$ cat src/rtl/fifo_out_drain.sv
// rtl/fifo_out_drain.sv - bus master that polls the output FIFO slave and drains words onto a valid/ready stream
// Flags are polled before every data read, so a read never races the slave's one-cycle-late flag register.
module fifo_out_drain #(
  parameter logic [7:0] FLAG_ADDR = 8'h20,
  parameter logic [7:0] DATA_ADDR = 8'h21,
  parameter int         EMPTY_BIT = 4,
  parameter int         RDERR_BIT = 0,
  parameter int         CNT_W     = 16
) (
  input  logic             clk,
  input  logic             reset_n,
  input  logic             enable,
  input  logic             err_clr,
  output logic             m_sel,
  output logic             m_wr,
  output logic [7:0]       m_address,
  input  logic [31:0]      m_din,
  output logic             out_valid,
  output logic [31:0]      out_data,
  input  logic             out_ready,
  output logic             busy,
  output logic [CNT_W-1:0] drain_count,
  output logic             err_sticky
);

  typedef enum logic [2:0] {
    IDLE,
    POLL_REQ,
    POLL_WAIT,
    RD_REQ,
    RD_WAIT,
    HOLD
  } state_t;

  state_t      state;
  state_t      state_nx;
  logic        sel_nx;
  logic [7:0]  addr_nx;
  logic        stop_q;

  // stop_q remembers that enable fell while the poll was on the bus, so that
  // poll ends in IDLE without starting a read even if the FIFO has data.
  always_comb begin
    state_nx = state;
    sel_nx   = 1'b0;
    addr_nx  = 8'h00;
    case (state)
      IDLE:      if (enable) state_nx = POLL_REQ;
      POLL_REQ:  state_nx = POLL_WAIT;
      POLL_WAIT: begin
        if (stop_q)
          state_nx = IDLE;
        else if (m_din[EMPTY_BIT])
          state_nx = enable ? POLL_REQ : IDLE;
        else
          state_nx = RD_REQ;
      end
      RD_REQ:    state_nx = RD_WAIT;
      RD_WAIT:   state_nx = HOLD;
      HOLD:      if (out_ready) state_nx = enable ? POLL_REQ : IDLE;
      default:   state_nx = IDLE;
    endcase
    // Bus outputs are registered from the next state, so they line up with the request states.
    if (state_nx == POLL_REQ) begin
      sel_nx  = 1'b1;
      addr_nx = FLAG_ADDR;
    end else if (state_nx == RD_REQ) begin
      sel_nx  = 1'b1;
      addr_nx = DATA_ADDR;
    end
  end

  always_ff @(posedge clk or negedge reset_n) begin
    if (!reset_n) begin
      state       <= IDLE;
      m_sel       <= 1'b0;
      m_address   <= 8'h00;
      stop_q      <= 1'b0;
      out_valid   <= 1'b0;
      out_data    <= 32'h0;
      drain_count <= '0;
      err_sticky  <= 1'b0;
    end else begin
      state     <= state_nx;
      m_sel     <= sel_nx;
      m_address <= addr_nx;
      if (state == POLL_REQ)
        stop_q <= ~enable;
      // A new RD_ERR outranks a clear arriving in the same cycle.
      if (state == POLL_WAIT && m_din[RDERR_BIT])
        err_sticky <= 1'b1;
      else if (err_clr)
        err_sticky <= 1'b0;
      if (state == RD_WAIT) begin
        out_data  <= m_din;
        out_valid <= 1'b1;
      end else if (state == HOLD && out_ready) begin
        out_valid   <= 1'b0;
        drain_count <= drain_count + 1'b1;
      end
    end
  end

  assign m_wr = 1'b0;
  assign busy = (state != IDLE);

endmodule
$ cat config.mk
export PLATFORM = sky130hd
export DESIGN_NAME = fifo_out_drain
export DESIGN_NICKNAME = d
export VERILOG_FILES = /design/src/rtl/fifo_out_drain.sv
export SDC_FILE = /design/constraint.sdc
export NUM_CORES = 1
export LEC_CHECK = 0
export ABC_AREA = 1
export BUFFER_PORTS_ARGS = -buffer_cell sky130_fd_sc_hd__buf_2
export CELL_PAD_IN_SITES_DETAIL_PLACEMENT = 0
export CELL_PAD_IN_SITES_GLOBAL_PLACEMENT = 1
export CORE_UTILIZATION = 33
export DETAILED_ROUTE_END_ITERATION = 12
export PLACE_DENSITY_LB_ADDON = 0.1
export SYNTH_ARGS = -nofsm -noshare
export SYNTH_HDL_FRONTEND = slang
export SYNTH_SLANG_ARGS = --single-unit
$ cat constraint.sdc
create_clock -name clk -period 1.45 [get_ports clk]
set_clock_uncertainty 0.1 [all_clocks]
set_input_delay 0.145 -clock clk [delete_from_list [all_inputs] [get_ports clk]]
set_output_delay 0.145 -clock clk [all_outputs]
set_load 0.01 [all_outputs]
==> results of run 1 <==
[cell type report]
type	instances	area, sq um
clock buffer	6	82.6
inverter	19	78.8
fill	700	3590
timing repair buffer	151	1040
multi-input combinational	164	1060
tap	99	124
clock inverter	2	38.8
sequential	56	1400
[worst paths after layout]
path                                endpoint  cells past startpoint  slack, ns      start
max in group asynchronous       out_data[14]                      3       0.73    reset_n
min in group asynchronous             stop_q                      3       0.26    reset_n
worst min-delay path                state[2]                      4        0.1  out_ready
worst min register to register     out_valid                      2       0.38  out_valid
worst max-delay path             out_data[9]                      5       0.03   state[1]
worst max register to register   out_data[9]                      5       0.03   state[1]
[Yosys cell counts, drive strengths merged, types with 2 or more instances]
library cell	n
buf	11
nand3b	2
mux2	31
nor2	22
dfrtp	56
xnor2	3
nand2	67
xor2	4
nand4	3
nand3	7
o211ai	2
o21ai	13
inv	19
[power by group through the flow]
stage | clock, uW | combinational [uW] | sequential [uW]
CTS | 1130 | 2660 | 2600
global route | 1190 | 3060 | 2680
floorplan | 0 | 1230 | 2910
detailed placement | 0 | 2590 | 2620
global placement | 0 | 2590 | 2600
finish | 1080 | 2810 | 2590
[worst reg2reg max path: stages, from the launching register on]
cell	delay [ns]
dfrtp_1	0.39
buf_4	0.14
nor2_4	0.12
nand2_4	0.11
buf_12	0.17
mux2_2	0.28
[per-layer routing]
metal  wire [um]  share of wire  up-vias
met3         308          0.050        8
met4         114          0.019        0
met5           0              0        -
met2        2930           0.48       74
met1        2760           0.45      996
li1            -              -     1076
[state kept, by name, summed over array words and instances, names as in the netlist]
register / flops
err_sticky: 1
drain_count: 16
out_valid: 1
stop_q: 1
out_data: 32
state: 3
m_address: 2
[kinds of logic after synthesis]
logic type	count (synthesis)	share of synthesized area
XOR/XNOR	7	0.0238
flip-flops	56	0.544
buffers and inverters	31	0.0690
AO/OA/AOI/OAI	16	0.0335
adder cells (fa/ha/maj)	1	0.00486
AND/OR/NAND/NOR	102	0.187
multiplexers	31	0.136
other	1	0.00146
[through the flow]
| step | total power, uW | area (sq um) | setup slack, ns | hold slack, ns | setup TNS, ns |
|---|---|---|---|---|---|
| 6_report | 6480 | 3820 | 0.0260 | 0.0961 | 0 |
| 5_1_grt | 6930 | 3820 | -0.0348 | 0.0984 | -0.393 |
| 4_1_cts | 6390 | 3700 | 0.00628 | 0.0486 | 0 |
| 3_5_place_dp | 5210 | 3220 | 0.0352 | 0.0740 | 0 |
| 3_3_place_gp | 5190 | 3220 | 0.0143 | 0.0791 | 0 |
| 2_1_floorplan | 4130 | 2600 | 0.0158 | -0.251 | 0 |
[what timing repair did]
| action | 4_1_cts | 5_1_grt |
|---|---|---|
| endpoints found under the setup margin | 0 | 13 |
| hold endpoints to repair | 90 | 0 |
| buffers inserted | 0 | 10 |
| gates resized for setup | 0 | 19 |
| hold buffers | 35 | 0 |
==> impl_metrics.ini, run 1 <==
[run_status]
status = completed

[power_and_ir_drop]
p_sw_frac = 0.349
leakagePower_uw = 0.00192
power.switching_uw = 2260
pwr-share-clk = 0.167
seq_power_share = 0.400
combPwrFrac = 0.434
p_int_uw = 4220
power_density_nw_per_um2 = 1690
irDropWorstVdd_mv = 0.907

[finish]
layout.cells.non_filler = 497
area_growth_pct = 48.5
nets = 435
final_cell_mix = buf_2 (90), nand2_1 (62), dfrtp_1 (56)
drive_above_1_share = 0.450
fin_util = 0.516
final_common_cell = buf_2
antenna_cells = 0

[drt]
post_drt_via_cell_ratio = 4.33
antenna_left = 0
wl_per_cell_um = 12.3
postRouteWirelength_um = 6110
drc_errors = 0
first_pass_iters = 4
drt_iter0_drc = 59
vias = 2154

[synth]
yosysSeqAreaShare = 0.544
yosys.area.top_type = dfrtp_1
synth_cell_types = 28
async_flop_share = 1.00
synth.avg_cell_area_sq_um = 10.5
synth_edf_count = 0
synthCells = 245
synth_seq_cells = 56
synthesis.area_sq_um = 2570
ys_warn_count = 0
yosysTopAreaCellShare = 0.544
synth.area.top_cells = dfrtp_1 (54%), mux2_2 (14%), nand2_1 (9.3%), buf_4 (2.6%), nor2_1 (2.6%)
yosys_most_used_dff = dfrtp_1

[grt]
grt_max_degree = 57
grtUsageMet1 = 0.197
grt_util_met3 = 0.0337
grt-busiest-layer = met2
grt_util_met2 = 0.247
grt_pass1_vias = 2099
antenna_found_initial = 0
grt_pass1_wl_um = 9870
gr-usage-all-layers = 0.151
grt_overflow = 0

[die]
dieWidth_um = 90.3
die_area_sq_um = 8160
die_h_um = 90.3
row_count = 31
fp.coreArea_sq_um = 7410
io_pins = 98
start_util = 0.347

[critical_path]
cpPeakStageDelay_ns = 0.39
critPathBufInv = 2
worstPathMaxFanout = 14
cp-end-kind = flip-flop
crit_family = flip-flops
crit_arrival_ns = 1.51
cpMaxStageDelayCell = dfrtp_1
cp.required_ns = 1.54
start_kind = flip-flop
path_cells = buf_4 > nor2_4 > nand2_4 > buf_12 > mux2_2
crit_type = flip-flop to flip-flop

[clocking]
cts_tree = built
worst_skew_pair.late_latency_ns = 0.30
cts-root-buf = clkbuf_8
htreeDepth = 2
cts_inserted_buffers = 5
clkTransAtPathRegs_ns = 0.10
clk_path_buf_depth = 2
cts_sinks = 56

[place]
port_buffers = 90
place.gp.congestion = 0.755
dp_hpwl_um = 4180
dp.cells = 444

[sta]
rsz0062_at_grt = yes
slew_viol_final = 0
hold_viol_final = 0
layout_min_cycle_time_ns = 1.42
fmax_ghz = 0.702
setup_viol = 0
timing.final.crit_share = 0.982

[hold_path]
hold_path_class = input port to flip-flop

[flow_run]
cap_viol_max_count = 0
(Power assumes the default switching activity.)
==> run 2, diff against run 1 <==
- BUFFER_PORTS_ARGS: -buffer_cell sky130_fd_sc_hd__buf_2 -> -buffer_cell sky130_fd_sc_hd__buf_4
- CTS_CLUSTER_DIAMETER: default -> 120
- clock period: 1.45 -> 1.2 ns (I/O delays scaled with it)
==> impl_metrics.ini, run 2 (same netlist as run 1, synthesis figures left out) <==
[critical_path]
worstPathMaxFanout = 7
crit_arrival_ns = 1.51
start_kind = flip-flop
cp.required_ns = 1.30
crit_family = flip-flops
path_cells = buf_4 > nand2_4 > clkbuf_16 > mux2_2
cpPeakStageDelay_ns = 0.40
cp-end-kind = flip-flop
crit_type = flip-flop to flip-flop
critPathBufInv = 2
cpMaxStageDelayCell = dfrtp_1

[sta]
rsz0062_at_grt = yes
fmax_ghz = 0.708
timing.final.crit_share = 1.18
holdWs_ns = 0.0757
tns_ns = -8.52
hold_viol_final = 0
layout_min_cycle_time_ns = 1.41
slew_viol_final = 0
setup_slack_ns = -0.212
setup_viol = 62

[drt]
drt_iter0_drc = 46
drc_errors = 0
antenna_left = 0
post_drt_via_cell_ratio = 4.35
first_pass_iters = 4
wl_per_cell_um = 12.9
vias = 2286
postRouteWirelength_um = 6750

[die]
start_util = 0.347
row_count = 31
io_pins = 98
die_area_sq_um = 8160
dieWidth_um = 90.3
fp.coreArea_sq_um = 7410
die_h_um = 90.3

[run_status]
violations = negative setup slack
status = finished with violations

[grt]
antenna_found_initial = 0
grt_pass1_wl_um = 10800
grt_pass1_vias = 2324
grt_max_degree = 57
gr-usage-all-layers = 0.166
grt_overflow = 0

[finish]
drive_above_1_share = 0.570
area_growth_pct = 77.2
nets = 463
largest_reg_flops = 32
antenna_cells = 0
final_cell_mix = buf_4 (103), dfrtp_1 (47), nand2_1 (43)
reg_top3 = out_data (32), drain_count (16), state (3)
final_common_cell = buf_4
regMostFlops = out_data

[place]
dp_hpwl_um = 4460
port_buffers = 90
place.gp.congestion = 0.762

[clocking]
htreeDepth = 2
cts-root-buf = clkbuf_8
cts_tree = built
cts_inserted_buffers = 5
clkTransAtPathRegs_ns = 0.10
worst_skew_pair.late_latency_ns = 0.31
clk_path_buf_depth = 2
cts_sinks = 56

[power_and_ir_drop]
irDropWorstVdd_mv = 1.14
power_density_nw_per_um2 = 2000
leakagePower_uw = 0.00221

[hold_path]
hold_path_class = input port to flip-flop

[flow_run]
cap_viol_max_count = 0
==> run 2: changes by cell type in the layout (fill, tap and decap cells not counted), sizes merged <==
cell / change
buf: +27
bufinv: -1
clkbuf: +1
inv: +1
==> run 2: path summary, 6_finish.rpt <==
kind                            from              end  slack, ns  depth (start not counted)
max                         state[2]      out_data[8]      -0.21                          4
min                        out_ready         state[0]       0.08                          4
max reg2reg                 state[2]      out_data[8]      -0.21                          4
min reg2reg                out_valid        out_valid       0.40                          2
max in group asynchronous    reset_n   drain_count[4]       0.49                          3
min in group asynchronous    reset_n  drain_count[15]       0.20                          3
==> run 2: repair_timing <==
item	CTS	global route
resized for setup	38	43
hold buffers	35	0
pin swaps	6	18
buffers inserted	12	10
endpoints found under the setup margin	66	67
gates cloned	0	1
endpoints found under the hold margin	91	0
==> run 2: routing by layer <==
metal  share of wire  global-route usage
met1            0.43               0.208
met2            0.51               0.292
met3           0.046              0.0354
met4          0.0096              0.0376
met5               0                   0
==> run 2: layout make-up <==
class                   count  area, sq um
fillers                   631         2850
flip-flops and latches     56         1410
inverters                  19         78.8
clock buffers               6         82.6
repair buffers            179         1650
clock inverters             2         13.8
well taps                  99          124
multi-input cells         164         1200
==> run 2: stage by stage <==
stage               worst slack [ns]  cell area, sq um  std cells  power (uW)  utilization
floorplan                     -0.106              2660        251        5090            -
global placement              -0.124              3640        461        7100        0.492
detailed placement            -0.129              3640        461        7160        0.492
CTS                           -0.207              4320        516        8820        0.584
global route                  -0.278              4560        525        9710        0.616
finish                        -0.212              4560        525        9120        0.616
==> run 2: report_power, final <==
part	switching [uW]	internal [uW]	total, uW
sequential	535	2680	3220
clock	653	475	1130
combinational	1950	2830	4780
==> run 2: tightest hold or removal path, cell delays in order <==
cell      delay, ns
buf_4          0.12
inv_1          0.04
o211ai_1       0.10
nand3_1        0.08
